<file path="src/rtl/param_fifo.sv">
// -----------------------------------------------------------------------------
// param_fifo -- parametrised single-clock FIFO with occupancy count,
// programmable almost-full/almost-empty thresholds, overflow/underflow pulses
// and an optional first-word-fall-through read mode.
//
// Parameters
//   DATA_WIDTH        word width in bits (>= 1)
//   DEPTH             number of entries, power of two, >= 2
//   ALMOST_FULL_THR   almost_full  when count >= this value (1..DEPTH)
//   ALMOST_EMPTY_THR  almost_empty when count <= this value (0..DEPTH-1)
//   FWFT              0 = registered read, 1 = first-word-fall-through
//
// Ports
//   clk           in   clock, all state changes on the rising edge
//   reset         in   asynchronous active-low reset, synchronous release
//   w_en          in   write request
//   r_en          in   read request
//   data_in       in   write data, sampled with w_en
//   data_out      out  read data
//   full          out  count == DEPTH
//   empty         out  count == 0
//   almost_full   out  count >= ALMOST_FULL_THR
//   almost_empty  out  count <= ALMOST_EMPTY_THR
//   count         out  current occupancy, 0..DEPTH
//   overflow      out  one-cycle pulse after a rejected write
//   underflow     out  one-cycle pulse after a rejected read
// -----------------------------------------------------------------------------
module param_fifo #(
    parameter int DATA_WIDTH       = 8,
    parameter int DEPTH            = 8,
    parameter int ALMOST_FULL_THR  = DEPTH - 2,
    parameter int ALMOST_EMPTY_THR = 1,
    parameter int FWFT             = 0
) (
    input  logic                         clk,
    input  logic                         reset,
    input  logic                         w_en,
    input  logic                         r_en,
    input  logic [DATA_WIDTH-1:0]        data_in,
    output logic [DATA_WIDTH-1:0]        data_out,
    output logic                         full,
    output logic                         empty,
    output logic                         almost_full,
    output logic                         almost_empty,
    output logic [$clog2(DEPTH):0]       count,
    output logic                         overflow,
    output logic                         underflow
);

    localparam int AW = $clog2(DEPTH);
    localparam int CW = AW + 1;

    // Thresholds sized to the count width so the compares are width-matched.
    localparam logic [CW-1:0] DEPTH_C = CW'(DEPTH);
    localparam logic [CW-1:0] AF_THR  = CW'(ALMOST_FULL_THR);
    localparam logic [CW-1:0] AE_THR  = CW'(ALMOST_EMPTY_THR);

    logic [DATA_WIDTH-1:0] mem [DEPTH];
    logic [AW-1:0]         wr_ptr;
    logic [AW-1:0]         rd_ptr;
    logic                  wr_acc;
    logic                  rd_acc;

    // Flags are pure decodes of the registered count, so they cannot glitch
    // between edges and clear immediately on an asynchronous reset.
    assign full         = (count == DEPTH_C);
    assign empty        = (count == '0);
    assign almost_full  = (count >= AF_THR);
    assign almost_empty = (count <= AE_THR);

    // Acceptance looks only at the flags present at this edge: a write into a
    // full FIFO is rejected even if a read frees a slot on the same edge.
    assign wr_acc = w_en & ~full;
    assign rd_acc = r_en & ~empty;

    always_ff @(posedge clk or negedge reset) begin
        if (!reset) begin
            wr_ptr    <= '0;
            rd_ptr    <= '0;
            count     <= '0;
            overflow  <= 1'b0;
            underflow <= 1'b0;
        end else begin
            if (wr_acc) wr_ptr <= wr_ptr + AW'(1);
            if (rd_acc) rd_ptr <= rd_ptr + AW'(1);
            case ({wr_acc, rd_acc})
                2'b10:   count <= count + CW'(1);
                2'b01:   count <= count - CW'(1);
                default: count <= count;
            endcase
            overflow  <= w_en & full;
            underflow <= r_en & empty;
        end
    end

    // Storage is not reset; stale words are unreachable once the pointers
    // and count are cleared.
    always_ff @(posedge clk) begin
        if (wr_acc) mem[wr_ptr] <= data_in;
    end

    generate
        if (FWFT != 0) begin : g_fwft
            // Head word is presented combinationally; r_en pops it.
            assign data_out = empty ? '0 : mem[rd_ptr];
        end else begin : g_std
            logic [DATA_WIDTH-1:0] dout_q;
            // Holds its value across idle cycles and rejected reads.
            always_ff @(posedge clk or negedge reset) begin
                if (!reset)      dout_q <= '0;
                else if (rd_acc) dout_q <= mem[rd_ptr];
            end
            assign data_out = dout_q;
        end
    endgenerate

endmodule

</file>
<file path="config.mk">
export PLATFORM = sky130hd
export DESIGN_NAME = param_fifo
export DESIGN_NICKNAME = d
export VERILOG_FILES = /design/src/rtl/param_fifo.sv
export SDC_FILE = /design/constraint.sdc
export NUM_CORES = 1
export LEC_CHECK = 0
export ABC_AREA = 1
export ABC_CLOCK_PERIOD_IN_PS = 3200
export CAP_MARGIN = 25
export CORE_AREA = 2 2 126 128
export CTS_CLUSTER_DIAMETER = 60
export DETAILED_ROUTE_END_ITERATION = 6
export DIE_AREA = 0 0 128 130
export MAX_ROUTING_LAYER = met4
export PLACE_DENSITY = 0.43
export SLEW_MARGIN = 20
export SYNTH_ARGS = -nofsm -noshare
export SYNTH_HDL_FRONTEND = slang
export SYNTH_SLANG_ARGS = --single-unit
</file>
<file path="constraint.sdc">
create_clock -name clk -period 3.2 [get_ports clk]
set_input_delay 0.64 -clock clk [delete_from_list [all_inputs] [get_ports clk]]
set_output_delay 0.64 -clock clk [all_outputs]
set_load 0.03 [all_outputs]
</file>
==> impl_metrics.tcl, run 1 <==
set metrics [dict create \
    hold_buffers 0 \
    power_switching_uw 1590 \
    synthXorXnorAreaFrac 0.0141 \
    vias_per_cell 4.15 \
    fmax_mhz 359 \
    critical_path.cell_chain "inv_1, ha_1, inv_1, nor2_4, clkdlybuf4s50_1" \
    postCtsResizedCells 0 \
    start_util 0.242 \
    grtUsageMet2 0.185 \
    hold_violations 0 \
    grt_use_met1 0.139 \
    rsz0062_at_grt "no" \
    crit_type "reg2out" \
    syn-instance-count 363 \
    first_pass_iters 4 \
    setup_tns_ns 0 \
    max_slew_margin 0.506 \
    gp_routability_congestion 0.776 \
    num_vias 2449 \
    drt_iter0_drc 159 \
    pin_count 30 \
    synth.area.top_cells "edfxtp_1, dfrtp_1, nand2_1, nand3_1, inv_1" \
    cap_violations 0 \
    sequentialPowerShare 0.393 \
    synthTopCellsByCount "nand2_1, edfxtp_1, inv_1" \
    power_uw 4050 \
    cts_htree_levels 3 \
    busiest_layer "met2" \
    cts_root_buffer "clkbuf_16" \
    layout.nets 412 \
    use_met3 0.0381 \
    core-area_mm2 0.0154 \
    dieHeight_um 130 \
    dp_cells 574 \
    layout-drive-gt1-share 0.0704 \
    dieArea_mm2 0.0166 \
    yosys_warnings 0 \
    synth_top_flop_cell "edfxtp_1" \
    synth_top_area_cell "edfxtp_1" \
    power_density_mw_per_mm2 910 \
    cts.sinks 84 \
    synthMuxAreaShare 0 \
    hold_class "reg2reg" \
    worst_clock_skew_ns 0.00653 \
    fillers 1625 \
    finalSetupViolCount 0 \
    grt_overflow 0 \
    grt_use_total 0.115 \
    antenna_found_initial 0 \
    maxSlewViolCount 0 \
    slowest_delay_ns 0.69 \
    peakVddDrop_mv 0.286 \
    yosys_register_bits 84 \
    synth_top_family_by_area "simple AND/OR/NAND/NOR gates" \
    postRouteAntennaNets 0 \
    cts_tree "yes" \
    stdcell_count 590 \
    status "finished, final reports clean" \
    cts_setup_buffers 0 \
    yosys.area_share.simple 0.210 \
    synth_area_mm2 0.00374 \
    drt-wirelength-per-cell_um 14.5 \
    combPwrFrac 0.379 \
    power.share.clock 0.228 \
    io_buffer_count 29 \
    finalCritPeriodShare 0.870 \
    grt_max_degree 36 \
    die_w_um 128 \
    cts_buffers 9 \
    hold_ws_ns 0.476 \
    end_kind "primary output" \
    crit_required_ns 2.56 \
    synth_compound_area_frac 0.0134 \
    area_growth_pct 19.2 \
    cts_buffer_depth 2 \
    avgSynthCellArea_um2 10.3 \
    power_leakage_uw 0.00191 \
    grt_pass1_vias 2361 \
    critPathMaxFanout 6 \
    start_kind "flop" \
    wirelength_um 8560 \
    p_int_uw 2470 \
    grt_pass1_wl_um 13300 \
    worst_pin_slew_ns 0.738 \
    hpwl_um 5870 \
    fin_util 0.289 \
    drc 0 \
    rows 46 \
    synthArstFlopShare 0.238 \
    worst_path_most_repeated_cell "inv_1" \
    synth_top_area_share 0.514 \
    arrival_ns 2.14 \
    synth_edf_count 64 \
    insertion_delay_ns 0.34 \
    clk_pin_slew_ns 0.06 \
    swShare 0.391 \
    synth.distinct_cells 29 \
    cpMaxStageDelayCell "clkdlybuf4s50_1" \
    n_antenna_cell 0 \
    period_needed_ns 2.78 \
    yosysSeqAreaShare 0.648 \
    synth_fa_ha_area_frac 0.0234 \
    syn-num-nets 382 \
    synth_most_common_cell "nand2_1" \
]
[kinds of logic after synthesis]
| group | count (synthesis) |
|---|---|
| flops | 84 |
| xor+xnor | 6 |
| simple gates | 179 |
| fa+ha+maj | 7 |
| buf+inv | 78 |
| compound gates | 9 |
[state kept, by name (all words and copies together), names as in the netlist]
signal and flops:
wr_ptr 3, count 4, mem 64, rd_ptr 3
data_out 8, underflow 1, overflow 1
[cell type report]
| cell class | instances | area, um^2 | area share |
|---|---|---|---|
| flip-flops and latches | 84 | 2420 | 0.544 |
| multi-input cells | 201 | 975 | 0.219 |
| repair buffers | 31 | 305 | 0.0685 |
| inverters | 66 | 248 | 0.0556 |
| well taps | 192 | 240 | 0.0539 |
| clock buffers | 11 | 233 | 0.0522 |
| clock inverters | 5 | 31.3 | 0.00702 |
[worst max-delay path: cells and delay by family, from the launching register on]
| kind | cells | cell delay, ns |
|---|---|---|
| DFF | 1 | 0.46 |
| buffers and inverters | 3 | 0.93 |
| and+or+nand+nor | 1 | 0.18 |
| adders and majority gates | 1 | 0.23 |
[metrics by stage]
step / setup WS (ns) / cell area (um^2)
2_1_floorplan: 0.937 / 3740
3_3_place_gp: 0.717 / 4190
3_5_place_dp: 0.667 / 4190
4_1_cts: 0.389 / 4450
5_1_grt: 0.323 / 4450
6_report: 0.416 / 4450
[path summary, 6_finish.rpt]
path                                  start     endpoint  slack [ns]  depth (start not counted)
min in group asynchronous             reset     overflow        0.65                          2
worst min-delay path            data_out[5]  data_out[5]        0.48                          2
worst max-delay path               count[0]        empty        0.42                          5
worst min register to register  data_out[5]  data_out[5]        0.48                          2
worst max register to register     count[0]    mem[1][2]        0.91                          7
max in group asynchronous             reset    rd_ptr[0]        2.31                          2
[power groups by stage]
stage	clock network (uW)	registers (uW)	logic, uW
after global placement	0	1610	1560
after floorplan	0	1700	980
after global routing	1010	1620	1720
after CTS	960	1590	1570
after detailed placement	0	1610	1570
final	923	1590	1540
[cells in the final DEF (no fill, tap or decap), drive strengths merged]
cell	instances
nand2	113
inv	65
edfxtp	64
nand3	50
clkdlybuf4s50	29
dfrtp	20
nor2	13
clkbuf	11
ha	7
o21ai	6
xor2	4
clkinvlp	3
clkinv	3
a21oi	2
xnor2	2
buf	2
or2	1
nor3	1
o22ai	1
nand4	1
[layer usage]
metal,vias to the layer above,wire (um),part of all wire
li1,1212,-,-
met1,1193,3980,0.47
met2,42,4240,0.50
met3,2,302,0.035
met4,0,35,0.0041
met5,-,0,0
Note: power is estimated with default switching activity, not from simulation.
==> run 2: changes to the inputs <==
--- a/config.mk
+++ b/config.mk
@@ -14,7 +14,8 @@
 export DIE_AREA = 0 0 128 130
 export MAX_ROUTING_LAYER = met4
 export PLACE_DENSITY = 0.43
-export SLEW_MARGIN = 20
+export REMOVE_ABC_BUFFERS = 1
+export SLEW_MARGIN = 40
 export SYNTH_ARGS = -nofsm -noshare
 export SYNTH_HDL_FRONTEND = slang
 export SYNTH_SLANG_ARGS = --single-unit
==> run 2 against run 1 <==
  * Combinational power barely moved
  * Flip-flop and latch count did not move
  * Fmax rose by 0.51%
  * Critical path type unchanged
  * Largest cell class unchanged
==> impl_metrics.tcl, run 2 (synthesis results as in run 1) <==
set metrics [dict create \
    drt_iter0_drc 190 \
    antenna_found_initial 0 \
    maxSlewViolCount 0 \
    core-area_mm2 0.0154 \
    dieHeight_um 130 \
    p_int_uw 2660 \
    cts_htree_levels 3 \
    start_kind "flop" \
    place_ws_ns 0.656 \
    fmax_mhz 361 \
    topRoutingLayerUsed "met4" \
    power_uw 4250 \
    cts_setup_buffers 0 \
    wirelength_um 8070 \
    end_kind "primary output" \
    dp_cells 580 \
    wl_met3_um 398 \
    grt_max_degree 36 \
    layout-drive-gt1-share 0.0941 \
    worst_pin_slew_ns 0.743 \
    area_growth_pct 22.2 \
    startpoint "count[1]" \
    layout.cells.most_common "nand2_1" \
    top_register "mem" \
    start_util 0.242 \
    period_needed_ns 2.77 \
    finalCritPeriodShare 0.866 \
    fin_ws_ns 0.430 \
    rows 46 \
    final_cell_mix "nand2_1, edfxtp_1, inv_1" \
    wl_met1_um 3770 \
    max_slew_margin 0.503 \
    worstHoldStart "data_out[3]" \
    cts_buffers 9 \
    arrival_ns 2.13 \
    drt-wirelength-per-cell_um 13.5 \
    drc 0 \
    clk_pin_slew_ns 0.06 \
    fin_util 0.296 \
    power_switching_uw 1590 \
    critPathMaxFanout 6 \
    num_vias 2413 \
    layout.nets 418 \
    worstReg2RegStart "count[1]" \
    cts_tree "yes" \
    gp_routability_congestion 0.761 \
    grt_pass1_vias 2446 \
    insertion_delay_ns 0.34 \
    rsz0062_at_grt "no" \
    hold_violations 0 \
    grt_use_total 0.110 \
    stdcell_count 596 \
    crit_type "reg2out" \
    peakVddDrop_mv 0.266 \
    cts_root_buffer "clkbuf_16" \
    crit_required_ns 2.56 \
    first_pass_iters 4 \
    swShare 0.375 \
    power_density_mw_per_mm2 930 \
    sequentialPowerShare 0.376 \
    fillers 1614 \
    n_antenna_cell 0 \
    grt_overflow 0 \
    worst_clock_skew_ns 0.00608 \
    status "finished, final reports clean" \
    grt_pass1_wl_um 13100 \
    cts.sinks 84 \
    postCtsResizedCells 0 \
    power.share.clock 0.266 \
    cap_violations 0 \
    hpwl_um 5390 \
    finalSetupViolCount 0 \
    dieArea_mm2 0.0166 \
    pin_count 30 \
    postRouteAntennaNets 0 \
    die_w_um 128 \
    met2WireLength_um 3820 \
    setup_tns_ns 0 \
    power_leakage_uw 0.00198 \
    cts_buffer_depth 2 \
    hold_buffers 0 \
    largest_reg_flops 64 \
    vias_per_cell 4.05 \
    io_buffer_count 29 \
    hold_class "reg2reg" \
    combPwrFrac 0.358 \
]
-- run 2: cell types whose count changed in the layout (fill, tap and decap cells not counted), sizes merged --
cell and delta:
buf +6, bufinv +2, clkbuf -2, clkinv -1, clkinvlp -3, inv +4
-- run 2: final timing paths --
path                            cells after the start          end  slack, ns
max in group asynchronous                           2    rd_ptr[2]       2.29
worst max register to register                      7    mem[5][4]       0.98
worst min register to register                      2  data_out[3]       0.48
min in group asynchronous                           2     count[3]       0.67
worst max-delay path                                5        empty       0.43
worst min-delay path                                2  data_out[3]       0.48
-- run 2: cell type report --
type / count / area (um^2) / area share
sequential: 84 / 2420 / 0.530
clock inverter: 7 / 104 / 0.0227
clock buffer: 9 / 225 / 0.0493
timing repair buffer: 37 / 350 / 0.0767
multi-input combinational: 201 / 977 / 0.214
inverter: 66 / 248 / 0.0542
tap: 192 / 240 / 0.0526
-- run 2: per-stage QoR --
step / hold WS (ns) / cell area [um^2]
floorplan: 0.344 / 3640
finish: 0.476 / 4570
detailed placement: 0.467 / 4240
global route: 0.499 / 4570
CTS: 0.485 / 4560
global placement: 0.468 / 4240
-- run 2: worst max-delay path, stage by stage, from the launching register on --
cell,delay [ns]
dfrtp_1,0.45
inv_1,0.14
ha_1,0.22
inv_1,0.11
nor2_4,0.18
clkdlybuf4s50_1,0.69
-- run 2: power groups by stage --
stage | sequential, uW | combinational [uW] | clock [uW]
final | 1600 | 1520 | 1130
after global routing | 1620 | 1730 | 1210
after CTS | 1600 | 1550 | 1170
after detailed placement | 1620 | 1540 | 0
after global placement | 1620 | 1550 | 0
after floorplan | 1770 | 810 | 0
-- run 2: metal layers --
metal	vias up	GRT usage
met5	-	-
met4	0	0.0291
met3	9	0.0320
met2	45	0.178
met1	1131	0.135
li1	1228	-
